===== config.mk =====
export PLATFORM = sky130hd
export DESIGN_NAME = mem_access
export DESIGN_NICKNAME = d
export VERILOG_FILES = /design/src/rtl/mem_access_pkg.sv /design/src/rtl/mem_load_align.sv /design/src/rtl/mem_access.sv
export SDC_FILE = /design/constraint.sdc
export NUM_CORES = 1
export LEC_CHECK = 0
export CORE_UTILIZATION = 35
export CTS_CLUSTER_SIZE = 16
export DETAILED_ROUTE_END_ITERATION = 16
export PLACE_DENSITY = 0.77
export SLEW_MARGIN = 5
export SYNTH_ARGS = -nofsm -noshare
export SYNTH_HDL_FRONTEND = slang
export SYNTH_SLANG_ARGS = --single-unit

===== constraint.sdc =====
create_clock -name clk -period 3 [get_ports clk]
set_clock_uncertainty 0.2 [all_clocks]
set_input_delay 0.6 -clock clk [delete_from_list [all_inputs] [get_ports clk]]
set_output_delay 0.6 -clock clk [all_outputs]
set_load 0.03 [all_outputs]

===== src/rtl/mem_access_pkg.sv =====
// rtl/mem_access_pkg.sv - shared widths, memory op codes and FSM types for the memory stage
package mem_access_pkg;

  localparam int REG_BUS_W  = 32;
  localparam int REG_ADDR_W = 5;
  localparam int MEM_OP_W   = 4;

  localparam logic [REG_BUS_W-1:0] ZERO_WORD     = '0;
  localparam logic                 WRITE_DISABLE = 1'b0;

  // Plain constants rather than an enum: undefined codes 9..15 must flow through as NONE.
  localparam logic [MEM_OP_W-1:0] MEMOP_NONE = 4'd0;
  localparam logic [MEM_OP_W-1:0] MEMOP_LB   = 4'd1;
  localparam logic [MEM_OP_W-1:0] MEMOP_LBU  = 4'd2;
  localparam logic [MEM_OP_W-1:0] MEMOP_LH   = 4'd3;
  localparam logic [MEM_OP_W-1:0] MEMOP_LHU  = 4'd4;
  localparam logic [MEM_OP_W-1:0] MEMOP_LW   = 4'd5;
  localparam logic [MEM_OP_W-1:0] MEMOP_SB   = 4'd6;
  localparam logic [MEM_OP_W-1:0] MEMOP_SH   = 4'd7;
  localparam logic [MEM_OP_W-1:0] MEMOP_SW   = 4'd8;

  typedef enum logic {ST_IDLE, ST_BUSY} state_e;

  typedef enum logic [1:0] {SZ_NONE, SZ_BYTE, SZ_HALF, SZ_WORD} size_e;

  function automatic size_e op_size(input logic [MEM_OP_W-1:0] op);
    case (op)
      MEMOP_LB, MEMOP_LBU, MEMOP_SB: return SZ_BYTE;
      MEMOP_LH, MEMOP_LHU, MEMOP_SH: return SZ_HALF;
      MEMOP_LW, MEMOP_SW:            return SZ_WORD;
      default:                       return SZ_NONE;
    endcase
  endfunction

  function automatic logic op_is_load(input logic [MEM_OP_W-1:0] op);
    return (op >= MEMOP_LB) && (op <= MEMOP_LW);
  endfunction

  function automatic logic op_is_store(input logic [MEM_OP_W-1:0] op);
    return (op >= MEMOP_SB) && (op <= MEMOP_SW);
  endfunction

endpackage


===== src/rtl/mem_load_align.sv =====
// rtl/mem_load_align.sv - big-endian lane select and sign/zero extension of load data
module mem_load_align
  import mem_access_pkg::*;
(
  input  logic [REG_BUS_W-1:0] i_rdata,
  input  logic [1:0]           i_addr,
  input  logic [MEM_OP_W-1:0]  i_op,
  output logic [REG_BUS_W-1:0] o_data
);

  logic [7:0]  w_byte;
  logic [15:0] w_half;

  // Lane 0 is the most significant byte.
  always_comb begin
    w_byte = 8'h00;
    case (i_addr)
      2'b00: w_byte = i_rdata[31:24];
      2'b01: w_byte = i_rdata[23:16];
      2'b10: w_byte = i_rdata[15:8];
      2'b11: w_byte = i_rdata[7:0];
      default: w_byte = 8'h00;
    endcase
    w_half = i_addr[1] ? i_rdata[15:0] : i_rdata[31:16];
  end

  always_comb begin
    o_data = i_rdata;
    case (i_op)
      MEMOP_LB:  o_data = {{24{w_byte[7]}}, w_byte};
      MEMOP_LBU: o_data = {24'h000000, w_byte};
      MEMOP_LH:  o_data = {{16{w_half[15]}}, w_half};
      MEMOP_LHU: o_data = {16'h0000, w_half};
      default:   o_data = i_rdata;
    endcase
  end

endmodule


===== src/rtl/mem_access.sv =====
// rtl/mem_access.sv - memory stage: pass-through, bus req/ack access with stall and timeout
module mem_access
  import mem_access_pkg::*;
#(
  parameter int TIMEOUT = 16
) (
  input  logic                  clk,
  input  logic                  rst,
  input  logic [REG_ADDR_W-1:0] ex_waddr,
  input  logic [REG_BUS_W-1:0]  ex_wdata,
  input  logic                  ex_we,
  input  logic [MEM_OP_W-1:0]   ex_memop,
  input  logic [REG_BUS_W-1:0]  ex_addr,
  input  logic [REG_BUS_W-1:0]  ex_sdata,
  output logic [REG_ADDR_W-1:0] mem_waddr,
  output logic [REG_BUS_W-1:0]  mem_wdata,
  output logic                  mem_we,
  output logic                  stallreq,
  output logic                  bus_req,
  output logic                  bus_we,
  output logic [REG_BUS_W-1:0]  bus_addr,
  output logic [3:0]            bus_be,
  output logic [REG_BUS_W-1:0]  bus_wdata,
  input  logic [REG_BUS_W-1:0]  bus_rdata,
  input  logic                  bus_ack,
  output logic                  addr_err,
  output logic                  bus_err
);

  localparam int CNT_W = $clog2(TIMEOUT);
  localparam logic [CNT_W-1:0] CNT_LAST = CNT_W'(TIMEOUT - 1);

  state_e              r_state;
  state_e              w_next;
  logic [CNT_W-1:0]    r_cnt;
  logic                r_bus_req;
  logic                r_bus_we;
  logic [REG_BUS_W-1:0] r_bus_addr;
  logic [3:0]          r_bus_be;
  logic [REG_BUS_W-1:0] r_bus_wdata;

  size_e               w_size;
  logic                w_is_load;
  logic                w_is_mem;
  logic                w_misaligned;
  logic [3:0]          w_be;
  logic [REG_BUS_W-1:0] w_store_data;
  logic [REG_BUS_W-1:0] w_load_data;
  logic                w_launch;
  logic                w_finish;

  assign w_size       = op_size(ex_memop);
  assign w_is_load    = op_is_load(ex_memop);
  assign w_is_mem     = w_is_load || op_is_store(ex_memop);
  assign w_misaligned = ((w_size == SZ_HALF) && ex_addr[0]) ||
                        ((w_size == SZ_WORD) && (ex_addr[1:0] != 2'b00));

  always_comb begin
    w_be         = 4'b0000;
    w_store_data = ex_sdata;
    case (w_size)
      SZ_BYTE: begin
        w_be         = 4'b1000 >> ex_addr[1:0];
        w_store_data = {4{ex_sdata[7:0]}};
      end
      SZ_HALF: begin
        w_be         = ex_addr[1] ? 4'b0011 : 4'b1100;
        w_store_data = {2{ex_sdata[15:0]}};
      end
      SZ_WORD: w_be = 4'b1111;
      default: w_be = 4'b0000;
    endcase
  end

  mem_load_align u_load_align (
    .i_rdata (bus_rdata),
    .i_addr  (ex_addr[1:0]),
    .i_op    (ex_memop),
    .o_data  (w_load_data)
  );

  always_comb begin
    mem_waddr = ex_waddr;
    mem_wdata = ex_wdata;
    mem_we    = ex_we;
    stallreq  = 1'b0;
    addr_err  = 1'b0;
    bus_err   = 1'b0;
    w_next    = r_state;
    w_launch  = 1'b0;
    w_finish  = 1'b0;
    if (rst) begin
      mem_waddr = '0;
      mem_wdata = ZERO_WORD;
      mem_we    = WRITE_DISABLE;
      w_next    = ST_IDLE;
    end else begin
      case (r_state)
        ST_IDLE: begin
          if (w_is_mem) begin
            mem_we = WRITE_DISABLE;
            if (w_misaligned) begin
              addr_err = 1'b1;
            end else begin
              stallreq = 1'b1;
              w_launch = 1'b1;
              w_next   = ST_BUSY;
            end
          end
        end
        ST_BUSY: begin
          mem_we = WRITE_DISABLE;
          // An ack in the final timeout cycle still completes normally.
          if (bus_ack) begin
            w_finish = 1'b1;
            w_next   = ST_IDLE;
            if (w_is_load) begin
              mem_we    = ex_we;
              mem_wdata = w_load_data;
            end
          end else if (r_cnt == CNT_LAST) begin
            bus_err  = 1'b1;
            w_finish = 1'b1;
            w_next   = ST_IDLE;
          end else begin
            stallreq = 1'b1;
          end
        end
        default: w_next = ST_IDLE;
      endcase
    end
  end

  always_ff @(posedge clk) begin
    if (rst) begin
      r_state     <= ST_IDLE;
      r_cnt       <= '0;
      r_bus_req   <= 1'b0;
      r_bus_we    <= 1'b0;
      r_bus_addr  <= ZERO_WORD;
      r_bus_be    <= 4'b0000;
      r_bus_wdata <= ZERO_WORD;
    end else begin
      r_state <= w_next;
      if (w_launch) begin
        r_bus_req   <= 1'b1;
        r_bus_we    <= op_is_store(ex_memop);
        r_bus_addr  <= {ex_addr[31:2], 2'b00};
        r_bus_be    <= w_be;
        r_bus_wdata <= w_store_data;
        r_cnt       <= '0;
      end else if (r_state == ST_BUSY) begin
        if (w_finish) r_bus_req <= 1'b0;
        else          r_cnt     <= r_cnt + CNT_W'(1);
      end
    end
  end

  assign bus_req   = r_bus_req;
  assign bus_we    = r_bus_we;
  assign bus_addr  = r_bus_addr;
  assign bus_be    = r_bus_be;
  assign bus_wdata = r_bus_wdata;

endmodule


==> flow_metrics.py <==
metrics = {
    "worst_setup_path": {
        "startpoint_class_of_the_critical_path": "primary input",
        "crit_slowest_cell": "sky130_fd_sc_hd__o311a_4",
        "critPathMaxStageDelay_ns": 0.38,
        "cpLargestDelayFamily": "compound AO/OA/AOI/OAI gates",
        "critical_path_class": "in -> out",
        "critPathCaptureType": "output port",
        "cp_data_required_time_ns": 2.20,
        "critical_path.cell_chain": "buf_8 -> buf_6 -> ha_4 -> or2_4 -> o311a_4 -> buf_12 -> nand3_4 -> o211ai_1 -> a21oi_2 -> buf_6",
        "timing.critical_path.mode_cell": "sky130_fd_sc_hd__buf_6",
        "critical_path_peak_fanout": 8,
        "critical_path_arrival_ns": 2.38,
        "worst-path-buf-inv": 4,
    },
    "grt": {
        "grt_max_degree": 32,
        "globalRouteOverflowTotal": 0,
        "track_usage_pct": 26.8,
        "grt_pass1_wl_um": 27300,
        "grt_antenna_before_repair": 1,
        "vias_in_the_first_global_route": 5253,
    },
    "finish": {
        "layout.cells.most_common": "sky130_fd_sc_hd__clkdlybuf4s50_1",
        "final_util_pct": 69.8,
        "post_route_cells_drive_above_1_share_pct": 29.4,
        "seqCellArea_mm2": 0.00146,
        "fin_cells": 986,
        "nets": 962,
        "layout.cells.most_common_list": "sky130_fd_sc_hd__clkdlybuf4s50_1 (202), sky130_fd_sc_hd__buf_4 (81), sky130_fd_sc_hd__dfxtp_1 (73)",
        "multiInputGateArea_mm2": 0.00306,
        "final.fill_count": 953,
        "area_overhead_of_the_layout_relative_to_synthesis_pct": 91.0,
    },
    "sta": {
        "report.final.slew_viol_count": 0,
        "max_slew.worst_pin.slew_ns": 0.633,
        "setup_violations": 33,
        "rsz_0062_raised_after_global_routing": "yes",
        "period_share_pct": 106,
        "finalHoldViolations": 0,
        "layout_setup_ws_ns": -0.179,
        "clock.fmax_ghz": 0.315,
        "holdWs_ns": 0.273,
        "post-route-min-period_ns": 3.18,
        "max-slew-margin-rel_pct": 57.4,
    },
    "detailed_routing": {
        "drc_errors": 0,
        "antenna_violating_nets_post_route": 0,
        "dr_total_vias": 5197,
        "post_drt_wl_per_cell_um": 18.6,
        "avgViaCountPerCell": 5.27,
        "detail_route.wirelength_um": 18300,
        "firstDrtPassIters": 5,
        "drt_first_iter_violations": 343,
    },
    "clock_tree": {
        "clock_tree.root_cell": "sky130_fd_sc_hd__clkbuf_16",
        "clockBufferDepth": 2,
        "cts-buffers-inserted": 9,
        "clk_pin_slew_worst_paths_ns": 0.06,
        "cts.htree.levels": 3,
        "tritoncts_clock_tree": "done",
        "worstSkewPairLatency_ns": 0.34,
        "clock_sinks": 73,
    },
    "power": {
        "cellInternalPower_w": 0.00238,
        "vdd_drop_max_uv": 339,
        "pwr-share-comb_pct": 41.5,
        "share_of_total_power_consumed_by_net_switching_pct": 34.9,
        "pwr_density_cell_mw_per_mm2": 429,
        "leakage_nw": 3.26,
        "p_switching_w": 0.00128,
        "p_total_w": 0.00366,
        "power_frac_seq_pct": 30.9,
        "clockPowerShare_pct": 27.6,
    },
    "synth": {
        "synth_async_sr_flop_share_pct": 0,
        "ys.flop_type": "sky130_fd_sc_hd__dfxtp_1",
        "syn_area_per_cell_um2": 8.92,
        "synth_warn": 0,
        "synth_top_cell_area_share_pct": 32.8,
        "post_synth_inst_count": 500,
        "ys_seq_area_share_pct": 32.8,
        "synth.lib_cells_used.distinct": 63,
        "yosys-top-cells-area": "sky130_fd_sc_hd__dfxtp_1 (33%), sky130_fd_sc_hd__a22o_1 (7.7%), sky130_fd_sc_hd__nand2b_1 (4.9%), sky130_fd_sc_hd__a21oi_1 (3.6%), sky130_fd_sc_hd__o211ai_1 (3.4%)",
        "number_of_enable_flip_flop_cells_after_synthesis": 0,
        "synth_largest_area_cell": "sky130_fd_sc_hd__dfxtp_1",
        "mappedNetlistArea_mm2": 0.00446,
        "synth.ff_latch_count": 73,
    },
    "place": {
        "detailedPlacementHpwl_um": 13400,
        "place_congestion": 0.843,
        "place_ws_ns": -0.883,
        "dp.cells": 945,
        "portBuffers": 249,
    },
    "min_path": {
        "worstHoldPathType": "reg -> reg",
    },
    "floorplan": {
        "rows": 40,
        "core_footprint_mm2": 0.0122,
        "fp.dieArea_mm2": 0.0132,
        "die_height_um": 115,
        "floorplan.initialDensity_pct": 36.5,
        "ios": 252,
        "die-width_um": 115,
    },
    "run": {
        "maxcap_violations": 0,
    },
    "run_status": {
        "outcome": "finished, violations left",
        "failing_checks": "negative setup slack",
    },
}
## registers in the layout (all words and copies together) (netlist names)
signal	count
bus_req	1
bus_we	1
r_cnt	4
bus_wdata	32
r_state	1
bus_addr	30
bus_be	4
## metal layers
layer / global-route usage, % / wire length [um]
met1: 33.2 / 7560
met4: 9.61 / 458
met3: 4.59 / 866
met2: 46.5 / 9450
met5: 0 / 0
## power groups by stage
stage	Clock (W)	Sequential (W)	Combinational (W)
global route	0.00107	0.00114	0.00160
detailed placement	0	0.00115	0.00138
finish	0.00101	0.00113	0.00152
global placement	0	0.00114	0.00136
floorplan	0	0.00133	0.000551
CTS	0.00104	0.00113	0.00148
## metrics by stage
step | cell area [um^2] | TNS (ns)
2_1_floorplan | 4640 | -0.364
3_5_place_dp | 7600 | -69.55
5_1_grt | 8520 | -6.13
4_1_cts | 8400 | -3.35
3_3_place_gp | 7600 | -60.87
6_report | 8520 | -4.37
## cell families (layout without fill, tap and decap cells)
kind of cell / Yosys count / count (layout) / share of synthesized area [%]
flops: 73 / 73 / 32.8
xor+xnor: 4 / 4 / 0.954
fa+ha+maj: 10 / 10 / 2.80
compound gates: 184 / 184 / 31.6
simple gates: 151 / 152 / 19.0
buf+inv: 54 / 368 / 7.09
other cells: 1 / 4 / 0.0840
mux: 23 / 23 / 5.72
## Yosys cell counts, types with 2 or more instances
cell and count:
sky130_fd_sc_hd__a22o_1 39, sky130_fd_sc_hd__a221oi_1 9, sky130_fd_sc_hd__nand2_1 28, sky130_fd_sc_hd__clkbuf_1 18, sky130_fd_sc_hd__inv_1 9, sky130_fd_sc_hd__buf_2 12, sky130_fd_sc_hd__nor3b_1 8, sky130_fd_sc_hd__o21ai_2 2
sky130_fd_sc_hd__xor2_1 2, sky130_fd_sc_hd__a21boi_0 2, sky130_fd_sc_hd__o21ai_0 24, sky130_fd_sc_hd__a211oi_1 8, sky130_fd_sc_hd__dfxtp_1 73, sky130_fd_sc_hd__ha_1 10, sky130_fd_sc_hd__nor2_2 2, sky130_fd_sc_hd__a21oi_1 32
sky130_fd_sc_hd__or2_2 2, sky130_fd_sc_hd__nor2_1 30, sky130_fd_sc_hd__or2_1 2, sky130_fd_sc_hd__nand4_1 2, sky130_fd_sc_hd__a32o_1 2, sky130_fd_sc_hd__mux2i_1 12, sky130_fd_sc_hd__o21ai_1 6, sky130_fd_sc_hd__o211ai_1 20
sky130_fd_sc_hd__nor4_1 2, sky130_fd_sc_hd__nor2b_1 6, sky130_fd_sc_hd__nand4b_1 7, sky130_fd_sc_hd__buf_4 4, sky130_fd_sc_hd__o2bb2ai_1 7, sky130_fd_sc_hd__nand2b_1 35, sky130_fd_sc_hd__buf_6 9, sky130_fd_sc_hd__nand3_1 18
sky130_fd_sc_hd__a21oi_2 10, sky130_fd_sc_hd__o211ai_2 10, sky130_fd_sc_hd__mux2_2 10
## worst paths after layout
check	startpoint	to	slack, ns	cells after the start
min	bus_addr[17]	bus_addr[17]	0.27	1
max	ex_memop[0]	mem_wdata[18]	-0.18	10
min reg2reg	bus_addr[17]	bus_addr[17]	0.27	1
max reg2reg	r_cnt[0]	r_cnt[3]	0.91	6
## cell type report
type	instances	area share [%]
Antenna cell	2	0.0587
Clock buffer	9	2.64
Clock inverter	7	0.705
Inverter	9	0.631
Multi-Input combinational cell	375	36.0
Sequential cell	73	17.2
Tap cell	168	2.47
Timing Repair Buffer	343	40.4
## timing repair
item                       CTS  global route
setup endpoints to repair  107            35
hold buffers                 0             0
setup buffers               11             7
cloned                       5             0
gates resized for setup    100            21
pin swaps                   37            22
(Power assumes the default switching activity.)
